$ cat config.mk
export PLATFORM = sky130hd
export DESIGN_NAME = puf_window_counter
export DESIGN_NICKNAME = d
export VERILOG_FILES = /design/src/rtl/puf_pkg.sv /design/src/rtl/puf_sat_counter.sv /design/src/rtl/puf_window_counter.sv
export SDC_FILE = /design/constraint.sdc
export NUM_CORES = 1
export LEC_CHECK = 0
export CORE_ASPECT_RATIO = 0.7
export CORE_UTILIZATION = 50
export DETAILED_ROUTE_END_ITERATION = 12
export PLACE_DENSITY = 0.75
export SETUP_SLACK_MARGIN = 0.4
export SYNTH_ARGS = -nofsm -noshare
export SYNTH_HDL_FRONTEND = slang
export SYNTH_SLANG_ARGS = --single-unit
$ cat constraint.sdc
create_clock -name clk -period 3.2 [get_ports clk]
set_input_delay 0.64 -clock clk [delete_from_list [all_inputs] [get_ports clk]]
set_output_delay 0.64 -clock clk [all_outputs]
set_load 0.03 [all_outputs]
$ cat src/rtl/puf_pkg.sv
// puf_pkg: shared FSM state type and default width for the PUF window counter
package puf_pkg;
  typedef enum logic [1:0] {IDLE, COUNT, DONE} state_t;
  localparam int PUF_DEFAULT_WIDTH = 22;
endpackage

$ cat src/rtl/puf_sat_counter.sv
// puf_sat_counter: clearable event counter that holds at all-ones and flags saturation
module puf_sat_counter #(
  parameter int WIDTH = 22
) (
  input  logic             clk,
  input  logic             reset_n,
  input  logic             clr_i,
  input  logic             en_i,
  output logic [WIDTH-1:0] cnt_o,
  output logic             sat_o
);
  localparam logic [WIDTH-1:0] ONE = WIDTH'(1);
  logic [WIDTH-1:0] cnt_q, cnt_d;
  logic             sat_q;
  assign cnt_d = clr_i ? '0 : (en_i && cnt_q != '1) ? cnt_q + ONE : cnt_q;
  // the flag follows the held all-ones value, so it persists until the next clear
  always_ff @(posedge clk or negedge reset_n)
    if (!reset_n) begin
      cnt_q <= '0;
      sat_q <= 1'b0;
    end else begin
      cnt_q <= cnt_d;
      sat_q <= !clr_i && cnt_d == '1;
    end
  assign cnt_o = cnt_q;
  assign sat_o = sat_q;
endmodule

$ cat src/rtl/puf_window_counter.sv
// puf_window_counter: counts per-channel events over a goal-cycle window; PUF_COMPARE_EN adds the ch0>ch1 response bit
module puf_window_counter
  import puf_pkg::*;
#(
  parameter int WIDTH    = PUF_DEFAULT_WIDTH,
  parameter int CHANNELS = 2
) (
  input  logic                      clk,
  input  logic                      reset_n,
  input  logic                      start,
  input  logic [WIDTH-1:0]          goal,
  input  logic [CHANNELS-1:0]       event_en,
  output logic                      busy,
  output logic                      done,
  output logic [CHANNELS*WIDTH-1:0] counts,
  output logic [CHANNELS-1:0]       saturated,
  output logic                      response
);
  localparam logic [WIDTH-1:0] ONE = WIDTH'(1);
  state_t           state_q;
  logic [WIDTH-1:0] goal_q, win_q;
  logic             accept, last;
  assign accept = state_q == IDLE && start;
  assign last   = state_q == COUNT && win_q == goal_q - ONE;
  always_ff @(posedge clk or negedge reset_n)
    if (!reset_n) begin
      state_q <= IDLE;
      goal_q  <= '0;
      win_q   <= '0;
    end else if (accept) begin
      state_q <= goal == '0 ? DONE : COUNT;
      goal_q  <= goal;
      win_q   <= '0;
    end else if (state_q == COUNT) begin
      win_q <= win_q + ONE;
      if (last) state_q <= DONE;
    end else if (state_q == DONE) begin
      state_q <= IDLE;
    end
  assign busy = state_q == COUNT;
  assign done = state_q == DONE;
  for (genvar i = 0; i < CHANNELS; i++) begin : g_ch
    puf_sat_counter #(.WIDTH(WIDTH)) u_cnt (
      .clk    (clk),
      .reset_n(reset_n),
      .clr_i  (accept),
      .en_i   (state_q == COUNT && event_en[i]),
      .cnt_o  (counts[i*WIDTH +: WIDTH]),
      .sat_o  (saturated[i])
    );
  end
`ifdef PUF_COMPARE_EN
  logic             resp_q;
  logic [WIDTH-1:0] c0_n, c1_n;
  // compare the values the counters take on entry to DONE, including the final cycle's events
  assign c0_n = counts[0 +: WIDTH] + WIDTH'(event_en[0] && counts[0 +: WIDTH] != '1);
  assign c1_n = counts[WIDTH +: WIDTH] + WIDTH'(event_en[1] && counts[WIDTH +: WIDTH] != '1);
  always_ff @(posedge clk or negedge reset_n)
    if (!reset_n) resp_q <= 1'b0;
    else if (accept) resp_q <= 1'b0;
    else if (last) resp_q <= c0_n > c1_n;
  assign response = resp_q;
`else
  assign response = 1'b0;
`endif
endmodule

After elaboration in Yosys (flattened, before gate mapping)
Index checks and enable logic that the tools add are counted.
{"block": "totals", "ff_bits": 92, "latch_bits": 0, "ram_bits": 0, "rom_bits": 0, "output_inout_bits": 49, "word_cells": 44, "memories": 0}
{"block": "op_classes", "n_addsub": 4, "multipliers": 0, "n_div": 0, "magnitude_cmp": 0, "eq_ne": 8, "n_shift": 0, "mux": 11, "bitwise": 0, "n_reduce_logical": 14}
{"op": "$mux 22", "n": 6}
{"op": "$add 22x1->22 const B", "n": 3}
{"op": "$eq 22x22->1 const B", "n": 2}
{"op": "$ne 22x22->1 const B", "n": 2}
{"op": "$eq 22x22->1", "n": 1}
{"op": "$logic_not 22->1", "n": 1}
{"op": "$sub 22x1->22 const B", "n": 1}
{"op": "$mux 2", "n": 5}
{"op": "$logic_and 1x1->1", "n": 8}
{"op": "$ne 3x1->1 const B", "n": 1}
{"op": "$reduce_bool 3->1", "n": 1}
{"op": "$eq 2x1->1 const B", "n": 1}
{"op": "$eq 2x2->1 const B", "n": 1}
{"op": "$logic_not 2->1", "n": 1}
{"op": "$reduce_and 2->1", "n": 1}
{"op": "$reduce_bool 2->1", "n": 1}
{"op": "$logic_not 1->1", "n": 1}

Longest topological paths before layout
{"block": "depth", "depth_word": 7, "mapped_depth": 10, "ltp_nobuf": 9}

Cells and area by module
Synthesis repeated with hierarchy kept, for this count alone.
{"block": "hier_totals", "cells_unflattened": 655, "area_unflattened_um2": 5854.4}
{"module": "puf_window_counter", "instances": 1, "cells_per_inst": 351, "area_per_inst_um2": 2932.8, "seq_area_each_um2": 1151.1}
{"module": "puf_sat_counter (g_ch[1].u_cnt)", "instances": 1, "cells_per_inst": 156, "area_per_inst_um2": 1500.2, "seq_area_each_um2": 575.6}
{"module": "puf_sat_counter (g_ch[0].u_cnt)", "instances": 1, "cells_per_inst": 148, "area_per_inst_um2": 1421.4, "seq_area_each_um2": 575.6}

Least setup slack after synthesis
OpenSTA, ideal clock, no wires.
{"block": "synth_timing", "path_type": "register -> register", "start": "register state_q[1]", "end": "register g_ch[0].u_cnt.sat_q", "t_arrival_ns": 2.653, "path_slack_ns": 0.446, "path_stages_with_launch": 10, "path_buffers": 1, "synth_period_minus_slack_ns": 2.754, "cell_sequence": "dfrtp_1 inv_1 ha_1 and2_1 clkbuf_1 o21ai_2 or4_1 a21oi_1 or4b_1 nor4_1"}
{"block": "synth_between", "elab_chain_cells": 7, "word_cells_on_any_way": 10}
{"item": "from (decl)", "line_no": "puf_window_counter.sv:20", "rtl": "state_t state_q;"}
{"item": "from (signal assigned)", "line_no": "puf_window_counter.sv:31", "rtl": "state_q <= goal == '0 ? DONE : COUNT;"}
{"item": "$eq 2x1->1"}
{"item": "named net busy", "line_no": "puf_window_counter.sv:13", "rtl": "output logic busy,"}
{"item": "$logic_and 1x1->1", "line_no": "puf_window_counter.sv:47", "rtl": ".en_i (state_q == COUNT && event_en[i]),"}
{"item": "$logic_and 1x1->1", "line_no": "puf_sat_counter.sv:15", "rtl": "assign cnt_d = clr_i ? '0 : (en_i && cnt_q != '1) ? cnt_q + ONE : cnt_q;"}
{"item": "$mux 22 (2 in series)", "line_no": "puf_sat_counter.sv:15"}
{"item": "named net g_ch[0].u_cnt.cnt_d[14]", "line_no": "puf_sat_counter.sv:13", "rtl": "logic [WIDTH-1:0] cnt_q, cnt_d;"}
{"item": "$eq 22x22->1", "line_no": "puf_sat_counter.sv:23", "rtl": "sat_q <= !clr_i && cnt_d == '1;"}
{"item": "$logic_and 1x1->1", "line_no": "puf_sat_counter.sv:23"}
{"item": "to (signal assigned)", "line_no": "puf_sat_counter.sv:20", "rtl": "sat_q <= 1'b0;"}
{"item": "to (signal assigned)", "line_no": "puf_sat_counter.sv:23"}
{"item": "to (decl)", "line_no": "puf_sat_counter.sv:14", "rtl": "logic sat_q;"}
The timed path passes the listed nets, and every way through them passes these cells.
A chain may end at the register's enable or synchronous reset.

Final worst setup path
{"block": "layout_timing", "start": "register goal_q[8]", "end": "register state_q[0]"}
{"block": "layout_between", "elab_chain_cells": 5}
{"item": "from (decl)", "line_no": "puf_window_counter.sv:21", "rtl": "logic [WIDTH-1:0] goal_q, win_q;"}
{"item": "from (signal assigned)", "line_no": "puf_window_counter.sv:32", "rtl": "goal_q <= goal;"}
{"item": "$sub 22x1->22", "line_no": "puf_window_counter.sv:24", "rtl": "assign last = state_q == COUNT && win_q == goal_q - ONE;"}
{"item": "$eq 22x22->1", "line_no": "puf_window_counter.sv:24"}
{"item": "$logic_and 1x1->1", "line_no": "puf_window_counter.sv:24"}
{"item": "$ne 3x1->1 (no line)"}
{"item": "$reduce_and 2->1 (no line)"}
Every way passes these cells.

==> reports/metrics.yaml <==
pwr:
  power-per-cell-area_nw_per_um2: 447
  p_leak_nw: 3.01
  pwr-share-seq_pct: 42.6
  combPwrFrac_pct: 20.4
  netSwitchingPower_mw: 0.961
  switching_share_pct: 30.0
  p_total_mw: 3.20
  irDropWorstVdd_uv: 298
  clockPowerShare_pct: 37.0
  p_int_mw: 2.24
sta:
  finClkSkew_ps: 8.85
  worst_pin_slew_ps: 587
  setup_violations: 0
  rsz0062_at_grt: "yes"
  fmax_mhz: 362
  final_max_slew_viol_count: 0
  max_slew_margin_pct: 60.6
  finalSetupTns_ps: 0
  finalHoldViolCount: 0
  finalCritPeriodShare_pct: 86.3
  holdWs_ps: 274
  final.min_clock_period_ps: 2760
critical_path:
  crit_arrival_ps: 2990
  critPathBufInv: 0
  cp-end-kind: "flip-flop"
  start_kind: "flip-flop"
  crit_chain: "or4_4 -> or2_4 -> o31a_1 -> or4b_4 -> nand3_4 -> o221ai_2 -> or3_1"
  required_ps: 3430
  critPathKind: "reg2reg"
  critPathSlowestCell: "or4b_4"
  path_max_fanout: 5
  crit_family: "simple AND/OR/NAND/NOR gates"
  slowest_delay_ps: 580
route:
  wl_um: 15900
  drc: 0
  drt_iter0_markers: 611
  wire_per_inst_um: 17.6
  ant_nets: 0
  drt-pass1-iter-count: 5
  vias: 5443
  viasPerCell: 6.01
logic_synthesis:
  netlist_top_cells_area: "dfrtp_1, xnor2_1, nand2_1"
  syn-num-nets: 701
  netlist_area_um2: 5720
  postSynthCellCount: 666
  synth.most_common_cell: "nand2_1"
  avgSynthCellArea_um2: 8.59
  yosysWarnings: 0
  synth_top_cell_area_share_pct: 40.2
  synth-edff-count: 0
  async_flop_share_pct: 100
  synth-main-ff-cell: "dfrtp_1"
  synth_seq_cells: 92
  synthTopCellsByCount: "nand2_1, dfrtp_1, nor2_1"
  ys_seq_area_share_pct: 40.2
  synth_cell_type_count: 71
  synth_area_leader_cell: "dfrtp_1"
clock_tree:
  cts_made_buffers: 9
  cts_sinks: 92
  cts_tree: "built"
  cts.clk_slew.worst_paths_ps: 70
  root_buffer: "clkbuf_16"
  cts_max_level: 3
  clockBufferDepth: 2
  ctsHoldBuffers: 0
  clock_latency_ps: 350
global_routing:
  grt_pass1_wl_um: 26100
  first_global_vias: 5126
  gr-total-overflow: 0
  grt_usage_pct: 28.2
  grt_max_degree: 53
  antenna_found_initial: 0
floorplanning:
  num_io_pins: 76
  die_y_um: 91.5
  core_area_um2: 11100
  die_x_um: 130
  rows: 32
  start_util_pct: 51.6
  fp.dieArea_um2: 11900
outcome:
  status: "finished clean"
layout:
  area_growth_pct: 25.1
  final_net_count: 783
  nFillCells: 918
  diodes: 0
  drive_above_1_share_pct: 11.0
worst_hold_path:
  min_path_type: "in2async"
flow_run:
  cap_violations: 0
place:
  dp_hpwl_um: 11400
  io_buffer_count: 74
  gp_congestion: 0.938
-- path summary, 6_finish.rpt --
check	end	from	cells past startpoint	slack, ps
worst min register to register	goal_q[21]$_DFFE_PN0P_	goal_q[21]$_DFFE_PN0P_	2	520
max in group asynchronous	g_ch[1].u_cnt.cnt_o[16]$_DFF_PN0_	reset_n	2	2230
worst max register to register	state_q[0]$_DFFE_PN0P_	goal_q[8]$_DFFE_PN0P_	7	440
worst min-delay path	g_ch[0].u_cnt.cnt_o[10]$_DFF_PN0_	reset_n	1	270
min in group clk	goal_q[21]$_DFFE_PN0P_	goal_q[21]$_DFFE_PN0P_	2	520
worst max-delay path	state_q[0]$_DFFE_PN0P_	goal_q[8]$_DFFE_PN0P_	7	440
-- metrics by stage --
step / utilization (%) / setup slack [ps] / std cells / instance area [um2]
after floorplan: - / 446 / 666 / 5720
after global placement: 59.7 / 219 / 874 / 6620
after detailed placement: 59.7 / 43.6 / 874 / 6620
after CTS: 62.9 / 397 / 892 / 6970
after global routing: 64.5 / 376 / 906 / 7160
final: 64.5 / 437 / 906 / 7160
-- registers in the layout, summed over array words and instances, names as in the netlist --
signal and cells:
g_ch.u_cnt.sat_o 2, state_q 2, win_q 22, goal_q 22, g_ch.u_cnt.cnt_o 44
-- final cells by class --
cell class                      instances  area [um2]  share of cell area, %
Multi-Input combinational cell        529        3310                   46.2
Tap cell                              153         191                   2.67
Timing Repair Buffer                  104         976                   13.6
Inverter                               12        45.0                  0.629
Clock inverter                          6        86.3                   1.21
Sequential cell                        92        2310                   32.3
Clock buffer                           10         239                   3.34
-- power by group through the flow --
stage | sequential [mW] | combinational, mW | clock, mW
3_3_place_gp | 1.38 | 0.608 | 0
5_1_grt | 1.38 | 0.710 | 1.24
6_report | 1.36 | 0.653 | 1.19
3_5_place_dp | 1.38 | 0.619 | 0
4_1_cts | 1.36 | 0.619 | 1.19
2_1_floorplan | 1.49 | 0.216 | 0
-- layout by cell type (no fill, tap or decap), types with 4 or more instances in the layout --
master / count
nand2_1: 102
nor2b_1: 4
buf_4: 30
and3_1: 19
nand4_1: 19
clkdlybuf4s50_1: 73
xor2_1: 32
xnor2_1: 48
inv_1: 12
nor2_1: 74
nand2b_1: 5
or3_1: 12
and2_1: 5
or2_2: 4
o21ai_0: 15
nand3_1: 26
and4_1: 11
nor4_1: 19
nor3_1: 20
clkbuf_16: 9
nor3b_1: 4
ha_1: 6
dfrtp_2: 6
o211ai_1: 7
a21oi_1: 18
a31oi_1: 5
o2111ai_1: 4
dfrtp_1: 86
-- cell families (layout without fill, tap and decap cells) --
logic type / Yosys count / in the layout / synth area share, %
AO/OA/AOI/OAI: 85 / 85 / 10.3
XOR/XNOR: 80 / 80 / 12.2
adder cells (fa/ha/maj): 8 / 8 / 1.75
buffers and inverters: 45 / 132 / 3.41
flip-flops: 92 / 92 / 40.2
multiplexers: 3 / 3 / 0.525
other: 1 / 1 / 0.0655
AND/OR/NAND/NOR: 352 / 352 / 31.5
-- metal layers --
| metal | track usage [%] | routed length [um] | up-vias |
|---|---|---|---|
| li1 | - | - | 2521 |
| met1 | 41.2 | 7380 | 2623 |
| met2 | 41.1 | 6910 | 272 |
| met3 | 6.95 | 1370 | 27 |
| met4 | 7.75 | 271 | 0 |
| met5 | 0 | 0 | - |
-- what timing repair did --
item	in CTS	in global routing
gates resized for setup	3	21
buffers inserted	2	14
hold endpoints to repair	0	0
endpoints found under the setup margin	5	4
pin swaps	2	4
(Power assumes the default switching activity.)
